[src/rtl/br_resolve_queue.sv]
// br_resolve_queue: in-flight branch FIFO that pairs BTB predictions with execute outcomes
module br_resolve_queue #(
   parameter int W     = 32,
   parameter int DEPTH = 4
) (
   input  logic                     clk,
   input  logic                     rst,
   input  logic                     EN,
   input  logic                     pred_valid,
   input  logic [W-1:0]             pred_PC,
   input  logic                     pred_hit,
   input  logic [W-1:0]             pred_TARGET,
   output logic                     pred_ready,
   input  logic                     ex_valid,
   input  logic                     ex_taken,
   input  logic [W-1:0]             ex_TARGET,
   output logic                     resolve,
   output logic                     pr_br_taken,
   output logic                     pr_hit,
   output logic [W-1:0]             pr_TARGET,
   output logic [W-1:0]             PC_addr,
   output logic                     mispredict,
   output logic [W-1:0]             redirect_PC,
   output logic                     underflow,
   output logic [$clog2(DEPTH):0]   count
);
   localparam int AW = $clog2(DEPTH);
   logic [W-1:0]  mem_pc  [DEPTH];
   logic [W-1:0]  mem_tgt [DEPTH];
   logic          mem_hit [DEPTH];
   logic [AW-1:0] rd_ptr, wr_ptr;
   logic          enq, deq, mis, empty;
   logic [W-1:0]  h_pc, h_tgt;
   logic          h_hit;
   assign empty      = count == '0;
   assign pred_ready = count < (AW+1)'(DEPTH);
   assign enq        = EN && pred_valid && pred_ready;
   assign deq        = EN && ex_valid && !empty;
   assign h_pc       = mem_pc[rd_ptr];
   assign h_tgt      = mem_tgt[rd_ptr];
   assign h_hit      = mem_hit[rd_ptr];
   assign mis        = deq && (h_hit != ex_taken || (h_hit && ex_taken && h_tgt != ex_TARGET));
   // entry storage; a wrong-path enqueue beside a flush is never written
   always_ff @(posedge clk) begin
      if (enq && !mis) begin
         mem_pc[wr_ptr]  <= pred_PC;
         mem_hit[wr_ptr] <= pred_hit;
         mem_tgt[wr_ptr] <= pred_TARGET;
      end
   end
   // pointers, occupancy and the registered BTB-update / flush outputs
   always_ff @(posedge clk) begin
      if (rst) begin
         rd_ptr      <= '0;
         wr_ptr      <= '0;
         count       <= '0;
         resolve     <= 1'b0;
         mispredict  <= 1'b0;
         underflow   <= 1'b0;
         pr_br_taken <= 1'b0;
         pr_hit      <= 1'b0;
         pr_TARGET   <= '0;
         PC_addr     <= '0;
         redirect_PC <= '0;
      end else if (!EN) begin
         resolve     <= 1'b0;
         mispredict  <= 1'b0;
         underflow   <= 1'b0;
      end else begin
         resolve     <= deq;
         mispredict  <= mis;
         underflow   <= ex_valid && empty;
         if (deq) begin
            pr_br_taken <= ex_taken;
            pr_hit      <= h_hit;
            pr_TARGET   <= ex_TARGET;
            PC_addr     <= h_pc;
            redirect_PC <= ex_taken ? ex_TARGET : h_pc + W'(4);
         end
         if (mis) begin
            rd_ptr <= wr_ptr;
            count  <= '0;
         end else begin
            wr_ptr <= wr_ptr + AW'(enq);
            rd_ptr <= rd_ptr + AW'(deq);
            count  <= count + (AW+1)'(enq) - (AW+1)'(deq);
         end
      end
   end
endmodule

[config.mk]
export PLATFORM = sky130hd
export DESIGN_NAME = br_resolve_queue
export DESIGN_NICKNAME = d
export VERILOG_FILES = /design/src/rtl/br_resolve_queue.sv
export SDC_FILE = /design/constraint.sdc
export NUM_CORES = 1
export LEC_CHECK = 0
export CAP_MARGIN = 20
export CORE_MARGIN = 10
export CORE_UTILIZATION = 45
export CTS_CLUSTER_DIAMETER = 120
export DETAILED_ROUTE_END_ITERATION = 8
export PLACE_DENSITY_LB_ADDON = 0.2
export SLEW_MARGIN = 20
export SYNTH_ARGS = -nofsm -noshare
export SYNTH_HDL_FRONTEND = slang
export SYNTH_SLANG_ARGS = --single-unit
[constraint.sdc]
create_clock -name clk -period 15.92 [get_ports clk]
set_input_delay 3.184 -clock clk [delete_from_list [all_inputs] [get_ports clk]]
set_output_delay 3.184 -clock clk [all_outputs]
set_load 0.01 [all_outputs]
After elaboration in Yosys (flattened, before gate mapping)
Memories as Yosys holds them, arrays and structs flattened. A register that Yosys moved wholly into a read port is not among the register bits.
Cells that the tools add are included.
{"block": "word_totals", "regBits": 108, "ram_bits": 260, "input_bits": 103, "wordCells": 51, "n_memories": 3}
{"memory": "mem_pc", "words": 4, "width": 32, "read_ports": 1, "rd_ports_with_merged_regs": 1, "wr": 1, "line": "28", "text": "logic [W-1:0] mem_pc [DEPTH];"}
{"memory": "mem_tgt", "words": 4, "width": 32, "read_ports": 1, "rd_ports_with_merged_regs": 1, "wr": 1, "line": "29", "text": "logic [W-1:0] mem_tgt [DEPTH];"}
{"memory": "mem_hit", "words": 4, "width": 1, "read_ports": 1, "rd_ports_with_merged_regs": 1, "wr": 1, "line": "30", "text": "logic mem_hit [DEPTH];"}
{"block": "classes", "addsub": 5, "order_cmp": 1, "eq_ne": 2, "n_mux": 11, "n_bitwise": 2, "reduce_logical": 16}
{"op": "$add A32 B3 Y32 const B", "count": 1}
{"op": "$mux W32", "count": 1}
{"op": "$ne A32 B32 Y1", "count": 1}
{"op": "$mux W2", "count": 7}
{"op": "$logic_and A1 B1 Y1", "count": 9}
{"op": "$add A2 B1 Y2", "count": 2}
{"op": "$reduce_and A2 Y1", "count": 2}
{"op": "$add A3 B1 Y3", "count": 1}
{"op": "$logic_not A3 Y1", "count": 1}
{"op": "$lt A3 B3 Y1 const B", "count": 1}
{"op": "$mux W3", "count": 1}
{"op": "$sub A3 B1 Y3", "count": 1}
{"op": "$logic_not A1 Y1", "count": 2}
{"op": "$mux W1", "count": 2}
{"op": "$not A1 Y1", "count": 2}
{"op": "$reduce_or A2 Y1", "count": 1}
{"op": "$logic_or A1 B1 Y1", "count": 1}
{"op": "$ne A1 B1 Y1", "count": 1}

Depth between registers and ports, before layout
Gate-level depths: netlist of the first run.
{"block": "depth", "ltp_word": 8, "ltp_mapped": 14, "ltp_nobuf": 12}

Worst setup path before layout of the first run
No wires, ideal clock.
{"block": "synth_path", "kind": "input port to flip-flop", "from": "in ex_taken", "to": "mem mem_hit[1], enable pin", "t_arrival_ns": 11.415, "setup_slack_ns": 3.834, "stages": 8, "cell_sequence": "ha_1 -> and3b_1 -> mux2i_1 -> a2111o_1 -> nor4_2 -> a21oi_2 -> clkbuf_1 -> nor4b_1"}
{"block": "synth_between", "elab_chain_cells": 8, "elab_cells_between_ends": 9, "cone_classes": "eq/ne (1); mux (2); reduce/logical (6)"}
{"element": "start: declaration", "line": "15", "text": "input logic ex_taken,"}
{"element": "$logic_and A1 B1 Y1 (2 in series)", "line": "42", "text": "assign mis = deq && (h_hit != ex_taken || (h_hit && ex_taken && h_tgt != ex_TARGET));"}
{"element": "$logic_or A1 B1 Y1 (*)", "line": "42"}
{"element": "$logic_and A1 B1 Y1 (*)", "line": "42"}
{"element": "$logic_not A1 Y1 (*)", "line": "45", "text": "if (enq && !mis) begin"}
{"element": "$logic_and A1 B1 Y1 (*)", "line": "45"}
{"element": "$mux W1 (*)", "line": "45"}
{"element": "$mux W1 (not written as such) (*)", "line": "47", "text": "mem_hit[wr_ptr] <= pred_hit;"}
{"element": "end: declaration", "line": "30"}
Every way passes the cells marked *; elsewhere a longest branch is shown, timed or not.

Worst setup path in the final report of the first run
{"block": "layout_path", "from": "in ex_taken", "to": "mem mem_tgt[3][0], enable pin"}
{"block": "layout_between", "elab_chain_cells": 8, "elab_cells_between_ends": 9, "cone_classes": "eq/ne (1); mux (2); reduce/logical (6)"}
{"element": "$logic_and A1 B1 Y1 (2 in series)", "line": "42"}
{"element": "$logic_or A1 B1 Y1 (*)", "line": "42"}
{"element": "$logic_and A1 B1 Y1 (*)", "line": "42"}
{"element": "$logic_not A1 Y1 (*)", "line": "45"}
{"element": "$logic_and A1 B1 Y1 (*)", "line": "45"}
{"element": "$mux W1 (*)", "line": "45"}
{"element": "$mux W1 (not written as such) (*)", "line": "48", "text": "mem_tgt[wr_ptr] <= pred_TARGET;"}
{"element": "end: declaration", "line": "29"}
Marks and branches as above.

==> flow_summary.ini, run 1 <==
[cts]
h-tree-depth = 2
post_cts_resized = 0
worst_skew_pair.late_latency_ps = 530
postCtsSetupBuffers = 0
numCtsBuffers = 38
cts_buffer_depth = 3
clkTransAtPathRegs_ps = 60
cts_tree = yes
cts_sinks = 370
ctsHoldBuffers = 0
clockRootBuffer = clkbuf_16

[sta]
maxSlewViolCount = 0
min_period_ps = 6598
fin_crit_sh = 0.4144
fmax_mhz = 151.6
hold_viol_final = 0
skew_ps = 19.20
setup_viol = 0
tns_ps = 0
setup_ws_ps = 9322
slew_headroom = 0.2826
grt_setup_unrepaired = false
worst_pin_slew_ps = 1076

[synthesis]
synth_mux_area_frac = 0.1060
synth_area_leaders = edfxtp_1, dfxtp_1, mux4_2
syn_area_per_cell_sq_um = 14.54
yosysMostFrequentCell = edfxtp_1
synth.distinct_cells = 49
synth_compound_area_frac = 0.05035
synthFlopType = edfxtp_1
yosysWarnings = 0
synthCells = 996
synth_edf_count = 260
synth_top_family_by_area = multiplexers
ys_async_sr_fraction = 0
yosys.area_share.simple = 0.08758
synth_seq_cells = 370
synth_adder_area_share = 0.006564
synth_area_sq_um = 14490
synth_common_cells = edfxtp_1, nand2_1, dfxtp_1
netlist.top_cell.by_area = edfxtp_1
syn_nets = 1106
synth_top_cell_area_share = 0.5390
synth_xor_area_frac = 0.03688
ys_seq_area_frac = 0.6910

[floorplan]
start_util = 0.4579
core_sq_um = 31640
rows = 65
ios = 208
die_w_microns = 199.4
die_y_microns = 199.4
dieArea_sq_um = 39770

[global_route]
grt_pass1_wl_microns = 56510
busiest_layer = met2
grt_overflow = 0
grt_max_degree = 91
grt_usage = 0.1908
grt_util_met1 = 0.2502
antenna_found_initial = 3
grt_use_met3 = 0.04222
grt_pass1_vias = 9051
grt.met2_usage = 0.3089

[critical_path]
crit_end = mem_tgt[3][0]
critPathLaunchType = primary input
cp.arrival_ps = 6740
crit_type = in2reg
rrSetupSlack_ps = 10800
cp-startpoint = ex_taken
r2r-end = mem_tgt[3][0]
crit_path_end_kind = flip-flop
cp.required_ps = 16060
crit_fanout = 47
reg2reg_depth = 8

[placement]
dp_slack_ps = 8803
port_buffers = 207
place_congestion = 0.8043
dp_hpwl_microns = 25630

[job]
maxCapViolations = 0

[outcome]
outcome = finished, final reports clean

[pwr]
pwr_density_cell_nw_per_um2 = 116.1
p_leak_nw = 5.751
irDropWorstVdd_uv = 97.93

[detailed_routing]
drt_first_pass_iters = 4
avgRoutedWirePerCell_microns = 23.47
drc = 0
via_per_inst = 5.441
final_antenna_net_count = 0
drt-initial-drc-count = 597
totalWireLength_microns = 38310
vias = 8879

[cells_and_area]
drive_above_1_share = 0.1188
nets = 1309
area_delta_synth_final_pct = 25.17

[min_path]
holdCritPathClass = reg2reg
worst max-delay path, cell delays in order:
cell and delay, ps:
buf_2 80, buf_4 430, ha_1 370, nor3b_1 210, mux2i_1 100, a2111o_1 430
nor4_2 180, a21oi_2 240, and4b_2 730, buf_4 670
stage by stage:
stage          cell area (sq um)  instances  hold WS (ps)  power [mW]    util
5_1_grt                    18130       1631         467.2       2.181  0.5731
4_1_cts                    18130       1631         454.2       2.126  0.5731
3_3_place_gp               16920       1561         439.7       1.267  0.5349
3_5_place_dp               16920       1561         446.4       1.270  0.5349
6_report                   18130       1632         452.2       2.106  0.5731
2_1_floorplan              14490        996         476.1       1.183       -
registers in the layout (all words and copies together) (netlist names), named ones only:
register	cells
PC_addr	32
pr_TARGET	32
pr_br_taken	1
resolve	1
wr_ptr	2
mem_pc	128
mem_tgt	128
pr_hit	1
rd_ptr	2
underflow	1
redirect_PC	32
mispredict	1
count	3
mem_hit	4
worst min-delay path by stage:
stage / startpoint / endpoint / depth (start not counted)
detailed placement: pr_TARGET[16] / pr_TARGET[16] / 2
global placement: redirect_PC[2] / redirect_PC[2] / 2
CTS: pr_TARGET[16] / pr_TARGET[16] / 2
global route: redirect_PC[10] / redirect_PC[10] / 2
floorplan: redirect_PC[2] / redirect_PC[2] / 2
finish: PC_addr[28] / PC_addr[28] / 2
cell usage in the layout, fill, tap and decap left out, types with 14 or more instances in the layout:
master	Yosys	layout
dfxtp_1	110	108
nand4_1	16	16
edfxtp_1	260	260
mux4_2	63	63
buf_4	2	14
clkbuf_16	0	41
nand3_1	17	16
nor2_1	21	21
clkdlybuf4s50_1	0	205
xnor2_1	50	50
a21oi_1	87	87
nand2_1	182	182
o21ai_0	15	15
power by group:
part           switching, mW  internal (mW)
combinational         0.0976         0.0844
clock                  0.357          0.501
sequential            0.0112           1.05
logic make-up (layout without fill, tap and decap cells):
logic type      after synthesis  in the layout
simple gates                283            283
mux                          73             73
xor+xnor                     61             61
other cells                   0              1
compound gates              133            133
flops                       370            370
fa+ha+maj                     7              7
buf+inv                      69            302
final cells by class:
cell class	instances	area, sq um
Tap cell	402	503.0
Multi-Input combinational cell	557	4195
Clock buffer	55	1109
Clock inverter	15	100.1
Fill cell	2535	13500
Sequential cell	370	10010
Antenna cell	1	2.502
Inverter	12	46.29
Timing Repair Buffer	220	2162
routing by layer:
metal / up-vias / wire (microns)
met5: - / 21
met2: 272 / 18540
met1: 4426 / 16010
met3: 60 / 2729
met4: 4 / 1012
li1: 4117 / -
(Power assumes the default switching activity.)
==> run 2, diff against run 1 <==
clock period = 5.45 ns   (was 15.92 ns; I/O delays follow)
==> run 2 against run 1 <==
Compared with the run above: sequential cell count unchanged; die area is the same; first-iteration DRC count grew 20%; power increased to 3.0 times the previous value; non-clock buffer count up 4; clock power rose to 3.1 times the previous value; cell area increased by 1.1%; setup slack got worse by 8100 ps; wire length increased by 0.51%; global-route usage is 0.27 points higher; combinational power grew to 2.9 times the previous value; sequential power increased to 2.9 times the previous value; largest cell class unchanged.
==> flow_summary.ini, run 2 (synthesis results as in run 1) <==
[outcome]
outcome = finished, final reports clean

[critical_path]
crit_chain = mux4_2, ha_4, nor3b_1, mux2i_1, a2111o_1, nor4_2, a21oi_2, nor4b_4, buf_4
critPathMaxStageDelay_ps = 840
crit_type = reg2reg
critPathLaunchType = flip-flop
path_depth = 9
crit_path_end_kind = flip-flop
r2r-end = mem_pc[1][12]
reg2reg_depth = 9
crit_end = mem_pc[1][12]
cp_slowest_cell = dfxtp_4
crit_fanout = 40
path_delay_family = flip-flops
rrSetupSlack_ps = 1230
critPathBufInv = 1
cp.required_ps = 5600
cp.arrival_ps = 4370

[floorplan]
rows = 65
ios = 208
start_util = 0.4579
dieArea_sq_um = 39770
die_w_microns = 199.4
die_y_microns = 199.4
core_sq_um = 31640

[cells_and_area]
drive_above_1_share = 0.1237
stdcell_count = 1641
fin_area_sq_um = 18330
final_cell_mix = edfxtp_1, clkdlybuf4s50_1, nand2_1
final_common_cell = edfxtp_1
largest_registers = mem_pc (128), mem_tgt (128)
nets = 1315
area_delta_synth_final_pct = 26.56

[sta]
fmax_mhz = 237.0
setup_viol = 0
skew_ps = 10.09
grt_setup_unrepaired = false
tns_ps = 0
min_period_ps = 4219
maxSlewViolCount = 0
hold_viol_final = 0
worst_pin_slew_ps = 935.5
slew_headroom = 0.3763
setup_ws_ps = 1231
fin_crit_sh = 0.7741

[cts]
h-tree-depth = 2
cts_tree = yes
postCtsSetupBuffers = 0
post_cts_resized = 0
numCtsBuffers = 40
clockRootBuffer = clkbuf_16
worst_skew_pair.late_latency_ps = 520
cts_sinks = 370
clkTransAtPathRegs_ps = 60
cts_buffer_depth = 3
ctsHoldBuffers = 0

[placement]
dp_cells = 1565
place_area_sq_um = 17020
port_buffers = 207
place_congestion = 0.7955
dp_slack_ps = 1183
dp_hpwl_microns = 26500

[detailed_routing]
drc = 0
final_antenna_net_count = 0
drt-initial-drc-count = 716
avgRoutedWirePerCell_microns = 23.46
vias = 8961
totalWireLength_microns = 38510
drt_first_pass_iters = 5
via_per_inst = 5.461

[pwr]
p_leak_nw = 5.818
pwr_density_cell_nw_per_um2 = 344.0
irDropWorstVdd_uv = 239.4

[global_route]
grt_pass1_wl_microns = 57800
grt_overflow = 0
grt_usage = 0.1935
grt_max_degree = 63
grt_pass1_vias = 9088
antenna_found_initial = 5

[job]
maxCapViolations = 0

[min_path]
holdCritPathClass = reg2reg
## run 2: worst min-delay path, delay by kind of cell, from the launching register on
family / cells / cell delay, ps
flops: 1 / 300
compound gates: 1 / 50
simple gates: 1 / 50
## run 2: power by group
group          switching [mW]  total [mW]  internal [mW]
Combinational           0.281       0.531          0.250
Sequential             0.0404        3.12           3.08
Clock                    1.05        2.66           1.60
Total                    1.38        6.31           4.93
## run 2: worst min-delay path by stage
stage               slack [ps]  cells past startpoint       startpoint              end
floorplan                  480                      2   redirect_PC[2]   redirect_PC[2]
global placement           440                      2   redirect_PC[2]   redirect_PC[2]
detailed placement         450                      2  redirect_PC[13]  redirect_PC[13]
CTS                        450                      2     pr_TARGET[9]     pr_TARGET[9]
global route               470                      2    pr_TARGET[26]    pr_TARGET[26]
finish                     450                      2     pr_TARGET[3]     pr_TARGET[3]
## run 2: area by class of cell
type / count / area [sq um]
diodes: 2 / 5.005
clock buffers: 54 / 1135
clock inverters: 20 / 173.9
fillers: 2512 / 13300
inverters: 12 / 46.29
multi-input cells: 557 / 4237
flip-flops and latches: 370 / 10020
well taps: 402 / 503.0
repair buffers: 224 / 2217
## run 2: through the flow
stage | hold slack [ps] | util | power, mW
floorplan | 476.1 | - | 3.456
global placement | 441.3 | 0.5380 | 3.709
detailed placement | 446.2 | 0.5380 | 3.717
CTS | 454.6 | 0.5794 | 6.367
global route | 471.4 | 0.5794 | 6.530
finish | 451.3 | 0.5795 | 6.307
## run 2: routing by layer
metal,track usage,routed length (microns)
met3,0.04441,2809
met4,0.04459,661
met1,0.2539,16120
met2,0.3206,18880
met5,0,38
==> run 3, diff against run 2 <==
clock period = 4.2 ns   (was 5.45 ns; I/O delays follow)
==> run 3 against run 2 <==
Compared with the run above: global-route usage increased by 0.38 points; core utilization increased by 0.19 points; setup slack got worse by 730 ps; clock skew increased by 2.3 ps; worst hold slack about the same; register-to-register slack got worse by 730 ps; power increased by 29%; clock power increased by 27%; maximum frequency increased by 14%; die area unchanged; final cell count increased by 0.30%; critical path type unchanged; largest cell class unchanged; largest power group unchanged.
==> flow_summary.ini, run 3 (synthesis results as in run 1) <==
[detailed_routing]
vias = 9087
drt-initial-drc-count = 739
totalWireLength_microns = 39540
drt_first_pass_iters = 5
final_antenna_net_count = 0
drc = 0
via_per_inst = 5.521
avgRoutedWirePerCell_microns = 24.02

[sta]
maxSlewViolCount = 0
grt_setup_unrepaired = false
skew_ps = 12.43
setup_ws_ps = 504.3
tns_ps = 0
fin_crit_sh = 0.8799
slew_headroom = 0.3826
setup_viol = 0
min_period_ps = 3696
fmax_mhz = 270.6
hold_viol_final = 0
worst_pin_slew_ps = 926.1

[outcome]
outcome = finished, final reports clean

[placement]
dp_slack_ps = 431.6
dp_hpwl_microns = 27060
dp_cells = 1572
place_congestion = 0.8011
port_buffers = 207

[cts]
post_cts_resized = 0
clkTransAtPathRegs_ps = 60
postCtsSetupBuffers = 0
numCtsBuffers = 40
cts_buffer_depth = 3
h-tree-depth = 2
cts_tree = yes
cts_sinks = 370
ctsHoldBuffers = 0
clockRootBuffer = clkbuf_16
worst_skew_pair.late_latency_ps = 520

[cells_and_area]
final_cell_mix = edfxtp_1, clkdlybuf4s50_1, nand2_1
drive_above_1_share = 0.1272
area_delta_synth_final_pct = 26.98
nets = 1322
utilization = 0.5815
multi_input_area_sq_um = 4234
seqCellArea_sq_um = 10010
largest_registers = mem_pc (128), mem_tgt (128)
final_common_cell = edfxtp_1
stdcell_count = 1646
nFillCells = 2507

[critical_path]
cp_common_cell = buf_12
reg2reg_depth = 8
crit_chain = buf_12, mux4_2, xnor2_1, nand4_1, nor4_1, a21oi_2, nor4b_4, buf_12
cp.arrival_ps = 3870
path_delay_family = simple AND/OR/NAND/NOR gates
crit_fanout = 54
crit_type = reg2reg
rrSetupSlack_ps = 500
cp_slowest_cell = mux4_2
critPathMaxStageDelay_ps = 580
crit_path_end_kind = flip-flop
path_depth = 8
critPathBufInv = 2
cp.required_ps = 4370
critPathLaunchType = flip-flop
r2r-end = mem_tgt[1][11]

[global_route]
grt_max_degree = 75
grt_overflow = 0
grt_usage = 0.1972
grt_pass1_vias = 9154
grt_pass1_wl_microns = 58520
antenna_found_initial = 3

[floorplan]
core_sq_um = 31640
dieArea_sq_um = 39770
die_y_microns = 199.4
rows = 65
ios = 208
die_w_microns = 199.4
start_util = 0.4579

[pwr]
seqPwrFrac = 0.495
pwr-share-clk = 0.416
finalPower_mw = 8.148
pwr_density_cell_nw_per_um2 = 442.9
combPwrFrac = 0.088
sw_frac_of_total = 0.2207
power.internal_mw = 6.350
switchingPower_mw = 1.798
irDropWorstVdd_uv = 258.9
p_leak_nw = 5.837

[min_path]
hp-start = PC_addr[29]
holdCritPathClass = reg2reg
min_to = PC_addr[29]
hold_depth = 2

[job]
maxCapViolations = 0
==> run 3: cell count changes in the layout (fill, tap and decap cells not counted), sizes merged <==
cell,previous run,this run
buf,19,26
clkbuf,54,51
clkinvlp,1,4
inv,11,9
==> run 3: how the worst max path moves through the flow <==
| stage | to | startpoint | slack (ps) |
|---|---|---|---|
| floorplan | mem_hit[1] | flip-flop | -1170 |
| global placement | mem_tgt[1][6] | ex_TARGET[18] | 490 |
| detailed placement | mem_pc[1][9] | ex_TARGET[18] | 430 |
| CTS | mem_pc[1][18] | flip-flop | 500 |
| global route | mem_tgt[1][11] | flip-flop | 320 |
| finish | mem_tgt[1][11] | flip-flop | 500 |
==> run 3: stage by stage <==
| stage | hold slack [ps] | cell area, sq um |
|---|---|---|
| final | 451.7 | 18400 |
| after global routing | 474.7 | 18390 |
| after CTS | 454.1 | 18390 |
| after detailed placement | 445.9 | 17120 |
| after global placement | 441.4 | 17120 |
| after floorplan | 468.7 | 14580 |
==> run 3: area by class of cell <==
type                       count  area share
sequential                   370      0.5444
multi-input combinational    557      0.2302
timing repair buffer         231      0.1261
clock buffer                  51     0.05945
tap                          402     0.02734
clock inverter                21    0.009727
inverter                      12    0.002517
antenna                        2   0.0002721
==> run 3: power groups by stage <==
stage	logic [mW]	clock network [mW]	registers [mW]
floorplan	0.365	0	4.12
global route	0.777	3.61	4.04
detailed placement	0.726	0	4.11
finish	0.721	3.39	4.03
global placement	0.718	0	4.11
CTS	0.730	3.45	4.03
==> run 3: worst register-to-register path, cell delays in order, from the launching register on <==
cell and delay, ps:
dfxtp_4 370, buf_12 370, mux4_2 610, xnor2_1 210
nand4_1 220, nor4_1 430, a21oi_2 320, nor4b_4 430
buf_12 350
==> run 3: per-layer routing <==
layer  GRT usage  vias up  wire (microns)
li1            -     4160               -
met1      0.2581     4529           16190
met2      0.3207      329           19230
met3     0.05299       63            3334
met4     0.04795        6             748
met5           0        -              39
